`src/rtl/mem_responder.sv`:
```
// Single-port memory responder: data RAM and external-ROM fetch behind an IDLE/WAIT/RESP handshake.
// Optional per-byte even parity on the RAM is enabled by defining MEM_RESPONDER_PARITY_EN.
module mem_responder #(
  parameter int WAIT_CYC = 0,
  parameter int RAM_AW   = 5
) (
  input  logic       clk,
  input  logic       rst,
  input  logic       ram_ena,
  input  logic       ram_read,
  input  logic       ram_write,
  input  logic       rom_ena,
  input  logic       rom_read,
  input  logic [7:0] addr,
  input  logic [7:0] wdata,
  output logic [7:0] rom_addr,
  input  logic [7:0] rom_q,
  output logic [7:0] rdata,
  output logic       ready,
  output logic       busy,
  output logic       err
);

  localparam int DEPTH = 1 << RAM_AW;

  typedef enum logic [1:0] {IDLE, WAIT, RESP} state_t;
  typedef enum logic [1:0] {K_BAD, K_RD, K_WR, K_ROM} kind_t;

  state_t            state_q, state_d;
  kind_t             kind_q, kind_d, kind_in, kind_eff;
  logic [3:0]        cnt_q, cnt_d;
  logic [7:0]        addr_q, addr_d;
  logic [7:0]        wdata_q, wdata_d;
  logic [7:0]        rdata_q, rdata_d;
  logic              ready_q, ready_d;
  logic              err_q, err_d;
  logic              busy_q, busy_d;

  logic              req, idle, to_resp, oor, bad, we, perr, perr_raw;
  logic [7:0]        addr_eff, wdata_eff;
  logic [RAM_AW-1:0] ram_idx;
  logic [7:0]        mem [DEPTH];

  always_comb begin
    req     = ram_ena | ram_read | ram_write | rom_ena | rom_read;
    kind_in = K_BAD;
    if (ram_ena & !rom_ena & ram_read & !ram_write)      kind_in = K_RD;
    else if (ram_ena & !rom_ena & ram_write & !ram_read) kind_in = K_WR;
    else if (rom_ena & rom_read & !ram_ena)              kind_in = K_ROM;
  end

  // With WAIT_CYC=0 the accept edge is also the RESP-entry edge, so the
  // response is built from the live inputs while IDLE and from the latches otherwise.
  always_comb begin
    idle      = (state_q == IDLE);
    kind_eff  = idle ? kind_in : kind_q;
    addr_eff  = idle ? addr    : addr_q;
    wdata_eff = idle ? wdata   : wdata_q;
    ram_idx   = addr_eff[RAM_AW-1:0];
    oor       = (addr_eff >> RAM_AW) != 8'h00;

    state_d = state_q;
    cnt_d   = cnt_q;
    kind_d  = kind_q;
    addr_d  = addr_q;
    wdata_d = wdata_q;
    to_resp = 1'b0;

    case (state_q)
      IDLE: begin
        if (req) begin
          kind_d  = kind_in;
          addr_d  = addr;
          wdata_d = wdata;
          if (WAIT_CYC == 0) begin
            to_resp = 1'b1;
          end else begin
            state_d = WAIT;
            cnt_d   = 4'(WAIT_CYC);
          end
        end
      end
      WAIT: begin
        if (cnt_q == 4'd1) to_resp = 1'b1;
        else               cnt_d   = cnt_q - 4'd1;
      end
      RESP:    state_d = IDLE;
      default: state_d = IDLE;
    endcase

    if (to_resp) begin
      state_d = RESP;
      cnt_d   = '0;
    end

    bad  = (kind_eff == K_BAD) | (((kind_eff == K_RD) | (kind_eff == K_WR)) & oor);
    we   = to_resp & (kind_eff == K_WR) & !bad;
    perr = to_resp & (kind_eff == K_RD) & !bad & perr_raw;

    ready_d = to_resp;
    err_d   = to_resp & (bad | perr);
    busy_d  = (state_d != IDLE);

    rdata_d = rdata_q;
    if (to_resp) begin
      if (bad) begin
        rdata_d = '0;
      end else begin
        case (kind_eff)
          K_RD:    rdata_d = mem[ram_idx];
          K_WR:    rdata_d = wdata_eff;
          default: rdata_d = rdata_q;
        endcase
      end
    end else if ((state_q == RESP) && (kind_q == K_ROM)) begin
      rdata_d = rom_q;
    end
  end

  always_ff @(posedge clk or negedge rst) begin
    if (!rst) begin
      state_q <= IDLE;
      cnt_q   <= '0;
      kind_q  <= K_BAD;
      addr_q  <= '0;
      wdata_q <= '0;
      rdata_q <= '0;
      ready_q <= 1'b0;
      err_q   <= 1'b0;
      busy_q  <= 1'b0;
    end else begin
      state_q <= state_d;
      cnt_q   <= cnt_d;
      kind_q  <= kind_d;
      addr_q  <= addr_d;
      wdata_q <= wdata_d;
      rdata_q <= rdata_d;
      ready_q <= ready_d;
      err_q   <= err_d;
      busy_q  <= busy_d;
    end
  end

  always_ff @(posedge clk) begin
    if (we) mem[ram_idx] <= wdata_eff;
  end

`ifdef MEM_RESPONDER_PARITY_EN
  logic par_mem [DEPTH];

  always_ff @(posedge clk) begin
    if (we) par_mem[ram_idx] <= ^wdata_eff;
  end

  assign perr_raw = par_mem[ram_idx] != (^mem[ram_idx]);
`else
  assign perr_raw = 1'b0;
`endif

  // ROM data is passed straight through during RESP and held afterwards.
  assign rdata    = ((state_q == RESP) && (kind_q == K_ROM)) ? rom_q : rdata_q;
  assign rom_addr = addr_q;
  assign ready    = ready_q;
  assign err      = err_q;
  assign busy     = busy_q;

endmodule

```
`config.mk`:
```
export PLATFORM = sky130hd
export DESIGN_NAME = mem_responder
export DESIGN_NICKNAME = d
export VERILOG_FILES = /design/src/rtl/mem_responder.sv
export SDC_FILE = /design/constraint.sdc
export NUM_CORES = 1
export LEC_CHECK = 0
export ABC_AREA = 1
export ABC_CLOCK_PERIOD_IN_PS = 3400
export CAP_MARGIN = 20
export CORE_ASPECT_RATIO = 1.75
export CORE_MARGIN = 5
export CORE_UTILIZATION = 30
export DETAILED_ROUTE_END_ITERATION = 6
export GPL_TIMING_DRIVEN = 1
export SLEW_MARGIN = 10
export SYNTH_ARGS = -nofsm -noshare
export SYNTH_HDL_FRONTEND = slang
export SYNTH_SLANG_ARGS = --single-unit
export TNS_END_PERCENT = 50
```
`constraint.sdc`:
```
create_clock -name clk -period 3.4 [get_ports clk]
set_input_delay 1.02 -clock clk [delete_from_list [all_inputs] [get_ports clk]]
set_output_delay 1.02 -clock clk [all_outputs]
set_load 0.01 [all_outputs]
```
# --- Word-level counts from Yosys, hierarchy flattened ---
# Memory sizes are Yosys's and may differ from the RTL's.
# Index checks and enable logic that the tools add are counted.
classes:
  n_mux: 20
  reduce_logical: 14
  addsub: 1
  bitwise_logic: 17
  n_eq_ne: 8
ops:
  columns: ["operator", "count"]
  rows:
  - ["$mux W8", 5]
  - ["$pmux W8 S2", 1]
  - ["$mux W2", 6]
  - ["$mux W4", 3]
  - ["$and A1 B1 Y1", 11]
  - ["$reduce_bool A8 Y1", 1]
  - ["$eq A2 B2 Y1 const B", 3]
  - ["$or A1 B1 Y1", 6]
  - ["$logic_not A1 Y1", 5]
  - ["$eq A2 B1 Y1 const B", 2]
  - ["$eq A4 B1 Y1 const B", 1]
  - ["$logic_not A2 Y1", 2]
  - ["$mux W1", 4]
  - ["$ne A4 B1 Y1 const B", 1]
  - ["$reduce_and A2 Y1", 2]
  - ["$reduce_bool A2 Y1", 2]
  - ["$sub A4 B1 Y4 const B", 1]
  - ["$ne A2 B2 Y1 const B", 1]
  - ["$pmux W1 S2", 1]
  - ["$reduce_or A2 Y1", 1]
  - ["$logic_and A1 B1 Y1", 1]
word_totals:
  inputBits: 31
  ff_bits: 35
  elab_cells: 70
  out_inout_bits: 19
  ram_bits: 256
  mem_count: 1
memory_table:
  columns: ["name", "words", "word_bits", "read_ports", "rd_clocked_by_memory_dff", "write_ports", "line_no", "rtl"]
  rows:
  - ["mem", 32, 8, 1, 0, 1, "42", "logic [7:0] mem [DEPTH];"]

# --- Depth between registers and ports, before layout ---
# Gate-level depths: netlist of run 1.
logic_depth:
  word_depth: 15
  mapped_depth: 15
  depth_no_buf: 14

# --- Worst setup path before layout of run 1 ---
# Ideal clock, no wire load.
synth_path:
  path_kind: "input to register"
  start: "in ram_read"
  end: "mem mem[0][0], enable pin"
  arrival_ns: 2.898
  t_required_ns: 3.030
  setup_slack_ns: 0.132
  setup_ns: 0.370
  cell_stages: 10
  n_path_buf: 1
  path_cell_list: "o32a_1 > nor2_1 > a21oi_1 > ha_1 > nand3_1 > nand2_2 > nor3_4 > buf_2 > nand2_1 > nor2_1"
synth_between:
  elab_chain_cells: 13
  word_cells_on_any_way: 24
  cone_classes: "2 x eq/ne; 7 x mux; 12 x bitwise; 3 x reduce/logical"
synth_rtl:
  columns: ["item", "line_no", "rtl"]
  rows:
  - ["from (decl)", "10", "input logic ram_read,"]
  - ["$logic_not A1 Y1", "48", "else if (ram_ena & !rom_ena & ram_write & !ram_read) kind_in = K_WR;"]
  - ["$and A1 B1 Y1", "48", null]
  - ["$mux W2", "48", null]
  - ["$mux W2", "47", "if (ram_ena & !rom_ena & ram_read & !ram_write) kind_in = K_RD;"]
  - ["$mux W2", "56", "kind_eff = idle ? kind_in : kind_q;"]
  - ["$eq A2 B1 Y1 or $eq A2 B2 Y1 (tied branches)", "96, 97", null]
  - ["$or A1 B1 Y1", "96", "bad = (kind_eff == K_BAD) | (((kind_eff == K_RD) | (kind_eff == K_WR)) & oor);"]
  - ["$and A1 B1 Y1", "96", null]
  - ["$or A1 B1 Y1", "96", null]
  - ["$logic_not A1 Y1", null, null]
  - ["$and A1 B1 Y1 *", "97", "we = to_resp & (kind_eff == K_WR) & !bad;"]
  - ["$mux W1 *", "145", "if (we) mem[ram_idx] <= wdata_eff;"]
  - ["$mux W1 (not written as such) *", "145", null]
  - ["to (decl)", "42", null]
# Every way passes the cells marked *; elsewhere a longest branch is shown, timed or not.

# --- Worst setup path after layout of run 1 ---
layout_path:
  start: "in rom_q[7]"
  end: "out rdata[7]"
layout_between:
  elab_chain_cells: 1
layout_rtl:
  columns: ["item", "line_no", "rtl"]
  rows:
  - ["from (decl)", "17", "input logic [7:0] rom_q,"]
  - ["$mux W8", null, null]
  - ["to (decl)", "18", "output logic [7:0] rdata,"]
# No other way between the ends.

==> impl_metrics.csv, run 1 <==
group,metric,value,unit
yosys,ys_types,38,
yosys,yosysSeqAreaShare,0.6819,
grt,grt_usage,0.1458,
floorplanning,die_w,164.7,microns
sta,period_needed,3205,ps
yosys,synth_xor_area_frac,0.001395,
worst_setup_path,cp-start-kind,"input pin",
clock_tree,clock_path_buffers,3,
power,leakagePower,0.006024,uW
finish,fin_util,0.3636,
detailed_routing,wl,33.45,mm
finish,drive_gt1_frac,0.1303,
worst_setup_path,crit_fanout,2,
floorplanning,die_height,280.6,microns
yosys,ys.flop_type,"edfxtp_1",
sta,rsz0062_at_grt,"no",
worst_setup_path,crit_top_cell,"clkdlybuf4s50_1",
floorplanning,core_area,0.04162,sq mm
placed_design,place_ws,-315.3,ps
yosys,synth_cells,1203,
detailed_routing,drt_iter0_markers,486,
placed_design,place_area,0.01438,sq mm
detailed_routing,wl_per_cell,17.62,microns
run_status,outcome,"completed",
placed_design,io_buffer_count,49,
power,power_frac_comb,0.286,
yosys,synth_top_family_by_area,"simple AND/OR/NAND/NOR gates",
grt,grt-ovfl-total,0,
detailed_routing,dr_total_vias,8619,
yosys,netlist_area,0.01256,sq mm
sta,setup_ws,194.5,ps
yosys,synth_compound_gate_area_share,0.04265,
finish,antenna_cells,0,
worst_setup_path,cp_cell_sequence,"clkdlybuf4s50_1 -> mux2_2 -> clkdlybuf4s50_1",
worst_setup_path,rr_worst_depth,14,
floorplanning,dieArea,0.04621,sq mm
clock_tree,path_clk_slew,70,ps
yosys,synth_edf_count,256,
sta,max_freq,312.0,MHz
worst_setup_path,cpPeakStageDelay,480,ps
worst_setup_path,crit_type,"input pin to output port",
clock_tree,cts.sinks,291,
worst_setup_path,critPathBufInv,2,
grt,antenna_found_initial,0,
power,netSwitchingFraction,0.3206,
run,maxCapViolCount,0,
yosys,synthArstFlopShare,0.1203,
worst_setup_path,crit_arrival,2190,ps
yosys,synthMuxAreaShare,0.007174,
finish,nets,1363,
power,internal-power,6663,uW
placed_design,hpwlAfterDp,23.11,mm
yosys,syn_avg_cell_area,10.44,sq um
sta,holdWs,488.6,ps
power,seqPwrFrac,0.439,
sta,final_hold_viol_count,0,
worst_setup_path,cp_top_family,"buffers and inverters",
yosys,yosys_warnings,0,
sta,tightest_slew,826.4,ps
clock_tree,clk_latency,540,ps
sta,finalSetupViolCount,0,
clock_tree,clock-root-buffer,"clkbuf_16",
detailed_routing,route.detailed.drc,0,
grt,grt_max_degree,37,
placed_design,place_congestion,0.8720,
grt,grt_pass1_vias,8959,
sta,maxSlewViolCount,0,
clock_tree,cts_hold_buf,0,
finish,fin_area,0.01513,sq mm
detailed_routing,viasPerCell,4.541,
yosys,synth_top_cell_area_share,0.6122,
power,power_density,648.1,mW/mm^2
clock_tree,cts_max_level,1,
floorplanning,io_pins,50,
worst_setup_path,cp.required,2380,ps
yosys,synth_top_cell_by_area,"edfxtp_1",
yosys,synth_most_common_cell,"nand2_1",
yosys,yosys.area_share.simple,0.2186,
yosys,synthTopCellsByArea,"edfxtp_1 (61%), nand2_1 (10%), nor2_1 (7.6%), dfrtp_1 (7.0%), inv_1 (2.6%)",
power,p_sw,3144,uW
power,power,9808,uW
sta,min_period_over_period,0.9428,
clock_tree,ctsResizeCount,0,
clock_tree,cts_tree,"yes",
worst_setup_path,worst-path-stages,3,
yosys,syn_nets,1238,
yosys,synth_commonest_cells,"nand2_1 (334), edfxtp_1 (256), nor2_1 (255), inv_1 (87), o21ai_0 (50)",
yosys,synthAdderAreaFrac,0.003986,
grt,grt_pass1_wl,51.05,mm
power,clkPwrFrac,0.275,
finish,syn2layout_area_growth,20.51,%
detailed_routing,antenna_left,0,
worst_setup_path,critPathSlowestCell,"clkdlybuf4s50_1",
sta,maxSlewHeadroom,0.4491,
power,vdd_drop_max,0.3865,mV
worst_hold_path,holdCritPathClass,"register to register",
floorplanning,num_rows,99,
detailed_routing,first_pass_iters,5,
worst_hold_path,whs_path_depth,2,
worst_setup_path,endpoint_kind,"output port",
floorplanning,start_util,0.3017,
yosys,yosys_register_bits,291,
clock_tree,cts_buffers,23,
sta,clock_skew,24.73,ps
[power by group through the flow]
| stage | registers (uW) | logic [uW] | clock network [uW] |
|---|---|---|---|
| 6_report | 4300 | 2810 | 2700 |
| 5_1_grt | 4320 | 3060 | 2910 |
| 4_1_cts | 4300 | 2820 | 2750 |
| 3_5_place_dp | 4380 | 2810 | 0 |
| 3_3_place_gp | 4380 | 2790 | 0 |
| 2_1_floorplan | 4400 | 1460 | 0 |
[cell type report]
class / count / area [sq um]
Fill cell: 4173 / 26490
Sequential cell: 291 / 8563
Multi-Input combinational cell: 781 / 3473
Timing Repair Buffer: 139 / 1311
Tap cell: 555 / 694.4
Clock buffer: 28 / 604.3
Inverter: 92 / 345.3
Clock inverter: 12 / 140.1
[state kept, by name, summed over array words and instances (netlist names)]
signal	flops
cnt_q	4
state_q	2
wdata_q	8
rdata_q	8
rom_addr	8
kind_q	2
mem	256
err	1
ready	1
busy	1
[metrics by stage]
stage                     TNS, ps  instances
final                           0       1898
after global routing            0       1898
after CTS                       0       1897
after detailed placement   -72830       1857
after global placement     -71980       1857
after floorplan                 0       1203
[path summary, 6_finish.rpt]
| path | slack (ps) | to | startpoint |
|---|---|---|---|
| worst max-delay path | 190 | rdata[7] | rom_q[7] |
| worst min-delay path | 490 | wdata_q[2] | wdata_q[2] |
| worst max register to register | 700 | rdata_q[0] | state_q[0] |
| worst min register to register | 490 | wdata_q[2] | wdata_q[2] |
| max in group asynchronous | 2290 | state_q[1] | rst |
| min in group asynchronous | 580 | rdata_q[0] | rst |
[per-layer routing]
| layer | up-vias | track usage | routed length, microns |
|---|---|---|---|
| met2 | 286 | 0.2760 | 17850 |
| li1 | 4181 | - | - |
| met1 | 4056 | 0.1527 | 12010 |
| met4 | 0 | 0.08538 | 2139 |
| met3 | 96 | 0.01485 | 1455 |
| met5 | - | 0 | 0 |
[tightest hold or removal path, cell delays in order (launching register included)]
cell	delay, ps
dfrtp_1	350
nand2_1	50
o21ai_0	60
[placed cells by master, fill, tap and decap left out, drive strengths merged]
cell,instances
a31oi,1
or2,14
o32a,1
o22ai,3
nor3,12
o21a,1
a21boi,4
mux2,8
edfxtp,256
o21ai,68
clkbuf,28
clkinv,7
xor2,1
a21oi,20
buf,91
bufinv,3
dfrtp,35
nand3,39
nand2,344
xnor2,1
clkinvlp,2
nor2,257
nand4,2
nand3b,1
clkdlybuf4s50,48
ha,4
inv,92
[repair_timing]
action                                 CTS  global route
setup endpoints to repair                0             8
setup buffers                            0             1
endpoints found under the hold margin    0             0
[cell families (layout without fill, tap and decap cells)]
family / count (synthesis) / after routing
DFF: 291 / 291
AOI/OAI and AO/OA: 98 / 98
adders and majority gates: 4 / 4
buffers and inverters: 131 / 271
and+or+nand+nor: 669 / 669
muxes: 8 / 8
xor gates and xnor gates: 2 / 2
Note: power is estimated with default switching activity, not from simulation.
==> run 2: changes to the inputs <==
--- a/config.mk
+++ b/config.mk
@@ -13,6 +13,7 @@
 export CORE_UTILIZATION = 30
 export DETAILED_ROUTE_END_ITERATION = 6
 export GPL_TIMING_DRIVEN = 1
+export SKIP_LAST_GASP = 1
 export SLEW_MARGIN = 10
 export SYNTH_ARGS = -nofsm -noshare
 export SYNTH_HDL_FRONTEND = slang
==> results of run 2 <==
Final layout, timing and power as in run 1 (identical DEF).
==> run 3: changes to the inputs <==
--- a/config.mk
+++ b/config.mk
@@ -6,7 +6,7 @@
 export NUM_CORES = 1
 export LEC_CHECK = 0
 export ABC_AREA = 1
-export ABC_CLOCK_PERIOD_IN_PS = 3400
+export ABC_CLOCK_PERIOD_IN_PS = 3000
 export CAP_MARGIN = 20
 export CORE_ASPECT_RATIO = 1.75
 export CORE_MARGIN = 5
==> constraint.sdc (replaced) <==
create_clock -name clk -period 3 [get_ports clk]
set_input_delay 0.9 -clock clk [delete_from_list [all_inputs] [get_ports clk]]
set_output_delay 0.9 -clock clk [all_outputs]
set_load 0.01 [all_outputs]
==> run 3 against run 2 <==
Against the previous run: via count grew 2.1%; final area grew 2.4%; core utilization grew 0.88 points; wire length grew 3.7%; worst setup slack lost 180 ps; global-route usage grew 0.42 points; sequential share of layout area shrank 1.3 points; clock-buffer cell count shrank 2; sequential cell count is the same; hold slack lost 26 ps; power grew 16%; critical endpoint is now rdata[5]; highest routed layer unchanged.
==> impl_metrics.csv, run 3 (synthesis gave the netlist of run 1 again) <==
group,metric,value,unit
grt,grt_usage,0.1500,
clock_tree,cts_max_level,1,
grt,grt_pass1_vias,9033,
floorplanning,die_height,280.6,microns
placed_design,hpwlAfterDp,24.23,mm
worst_setup_path,cp-start-kind,"register",
clock_tree,cts_buffers,24,
grt,grt_pass1_wl,52.27,mm
clock_tree,clock_path_buffers,3,
detailed_routing,route.detailed.drc,0,
clock_tree,path_clk_slew,70,ps
grt,grt-ovfl-total,0,
worst_setup_path,cp.required,2100,ps
clock_tree,cts.sinks,291,
floorplanning,dieArea,0.04621,sq mm
detailed_routing,first_pass_iters,5,
sta,min_period_over_period,0.9967,
worst_setup_path,crit_type,"register to output port",
grt,grt_max_degree,60,
worst_setup_path,crit_arrival,2090,ps
worst_hold_path,holdCritPathClass,"input pin to asynchronous set/reset pin",
sta,maxSlewHeadroom,0.4492,
sta,maxSlewViolCount,0,
detailed_routing,antenna_left,0,
finish,largest_reg_flops,256,
sta,period_needed,2990,ps
clock_tree,clock-root-buffer,"clkbuf_16",
clock_tree,clk_latency,530,ps
floorplanning,io_pins,50,
detailed_routing,viasPerCell,4.591,
power,vdd_drop_max,0.6374,mV
clock_tree,cts_tree,"yes",
finish,drive_gt1_frac,0.1624,
finish,syn2layout_area_growth,23.43,%
sta,rsz0062_at_grt,"yes",
finish,antenna_cells,0,
worst_setup_path,critPathBufInv,2,
placed_design,io_buffer_count,49,
worst_setup_path,crit_fanout,8,
worst_setup_path,cp_cell_sequence,"nand4_1 -> buf_4 -> mux2_2 -> clkdlybuf4s50_1",
detailed_routing,wl_per_cell,18.11,microns
floorplanning,start_util,0.3017,
run,maxCapViolCount,0,
finish,layout_common_cells,"nand2_1 (327), edfxtp_1 (256), nor2_1 (237)",
worst_setup_path,cpPeakStageDelay,480,ps
sta,max_freq,334.4,MHz
detailed_routing,drt_iter0_markers,507,
sta,tightest_slew,826.3,ps
sta,finalSetupViolCount,0,
sta,tns,0,ps
worst_setup_path,critPathSlowestCell,"clkdlybuf4s50_1",
run_status,outcome,"completed",
placed_design,place_ws,-537.1,ps
detailed_routing,dr_total_vias,8796,
finish,fin_util,0.3724,
sta,final_hold_viol_count,0,
floorplanning,num_rows,99,
power,power,11390,uW
finish,nets,1378,
floorplanning,core_area,0.04162,sq mm
worst_setup_path,endpoint_kind,"output port",
clock_tree,cts_hold_buf,0,
power,power_density,735.1,mW/mm^2
floorplanning,die_w,164.7,microns
sta,clock_skew,13.16,ps
finish,mostFrequentLayoutCell,"nand2_1",
finish,regMostFlops,"mem",
detailed_routing,wl,34.70,mm
grt,antenna_found_initial,0,
sta,setup_ws,9.778,ps
power,leakagePower,0.006184,uW
worst_setup_path,cp_top_family,"buffers and inverters",
placed_design,place_congestion,0.9132,
## run 3: repair_timing
| action | CTS | global route |
|---|---|---|
| buffers inserted | 2 | 2 |
| gates resized for setup | 4 | 20 |
| endpoints found under the hold margin | 0 | 0 |
| cloned | 0 | 1 |
| endpoints found under the setup margin | 8 | 264 |
| pin swaps | 0 | 11 |
## run 3: area by class of cell
| cell class | count | area (sq um) |
|---|---|---|
| clock buffers | 26 | 629.4 |
| clock inverters | 18 | 161.4 |
| fillers | 4144 | 26120 |
| flip-flops and latches | 291 | 8563 |
| repair buffers | 153 | 1481 |
| inverters | 92 | 345.3 |
| well taps | 555 | 694.4 |
| multi-input cells | 781 | 3623 |
## run 3: final timing paths
check / from / end / slack (ps) / cells past startpoint
setup reg to reg: state_q[1] / mem[0][3] / 270 / 12
max in group asynchronous: rst / wdata_q[2] / 2010 / 1
hold / removal: rst / rdata_q[6] / 460 / 1
setup / recovery: kind_q[0] / rdata[5] / 10 / 4
hold reg to reg: wdata_q[1] / wdata_q[1] / 490 / 2
min in group clk: wdata_q[1] / wdata_q[1] / 490 / 2
## run 3: metal layers
metal | GRT usage | part of all wire
met3 | 0.01676 | 0.046
met5 | 0 | 0
met2 | 0.2880 | 0.55
met4 | 0.07343 | 0.054
met1 | 0.1589 | 0.35
## run 3: through the flow
step	instances	cell area, sq um	hold slack (ps)
after CTS	1913	15400	490.0
after detailed placement	1867	14600	473.2
final	1916	15500	462.3
after floorplan	1203	12680	453.4
after global routing	1916	15500	513.9
after global placement	1867	14600	466.5
## run 3: worst register-to-register path: stages (launching register included)
cell and delay, ps:
dfrtp_1 430, inv_2 100, nand2_4 200, nor2_1 200, a21oi_2 50, ha_1 320
nand3_2 110, nand2_2 80, nor3_4 290, buf_12 190, nand2_2 60, buf_6 140
nor2_4 240
## run 3: where the power goes
| part | internal (uW) | switching (uW) | total (uW) |
|---|---|---|---|
| sequential | 4790 | 83.1 | 4870 |
| combinational | 1160 | 2200 | 3370 |
| clock | 1710 | 1440 | 3150 |
| total | 7670 | 3730 | 11400 |
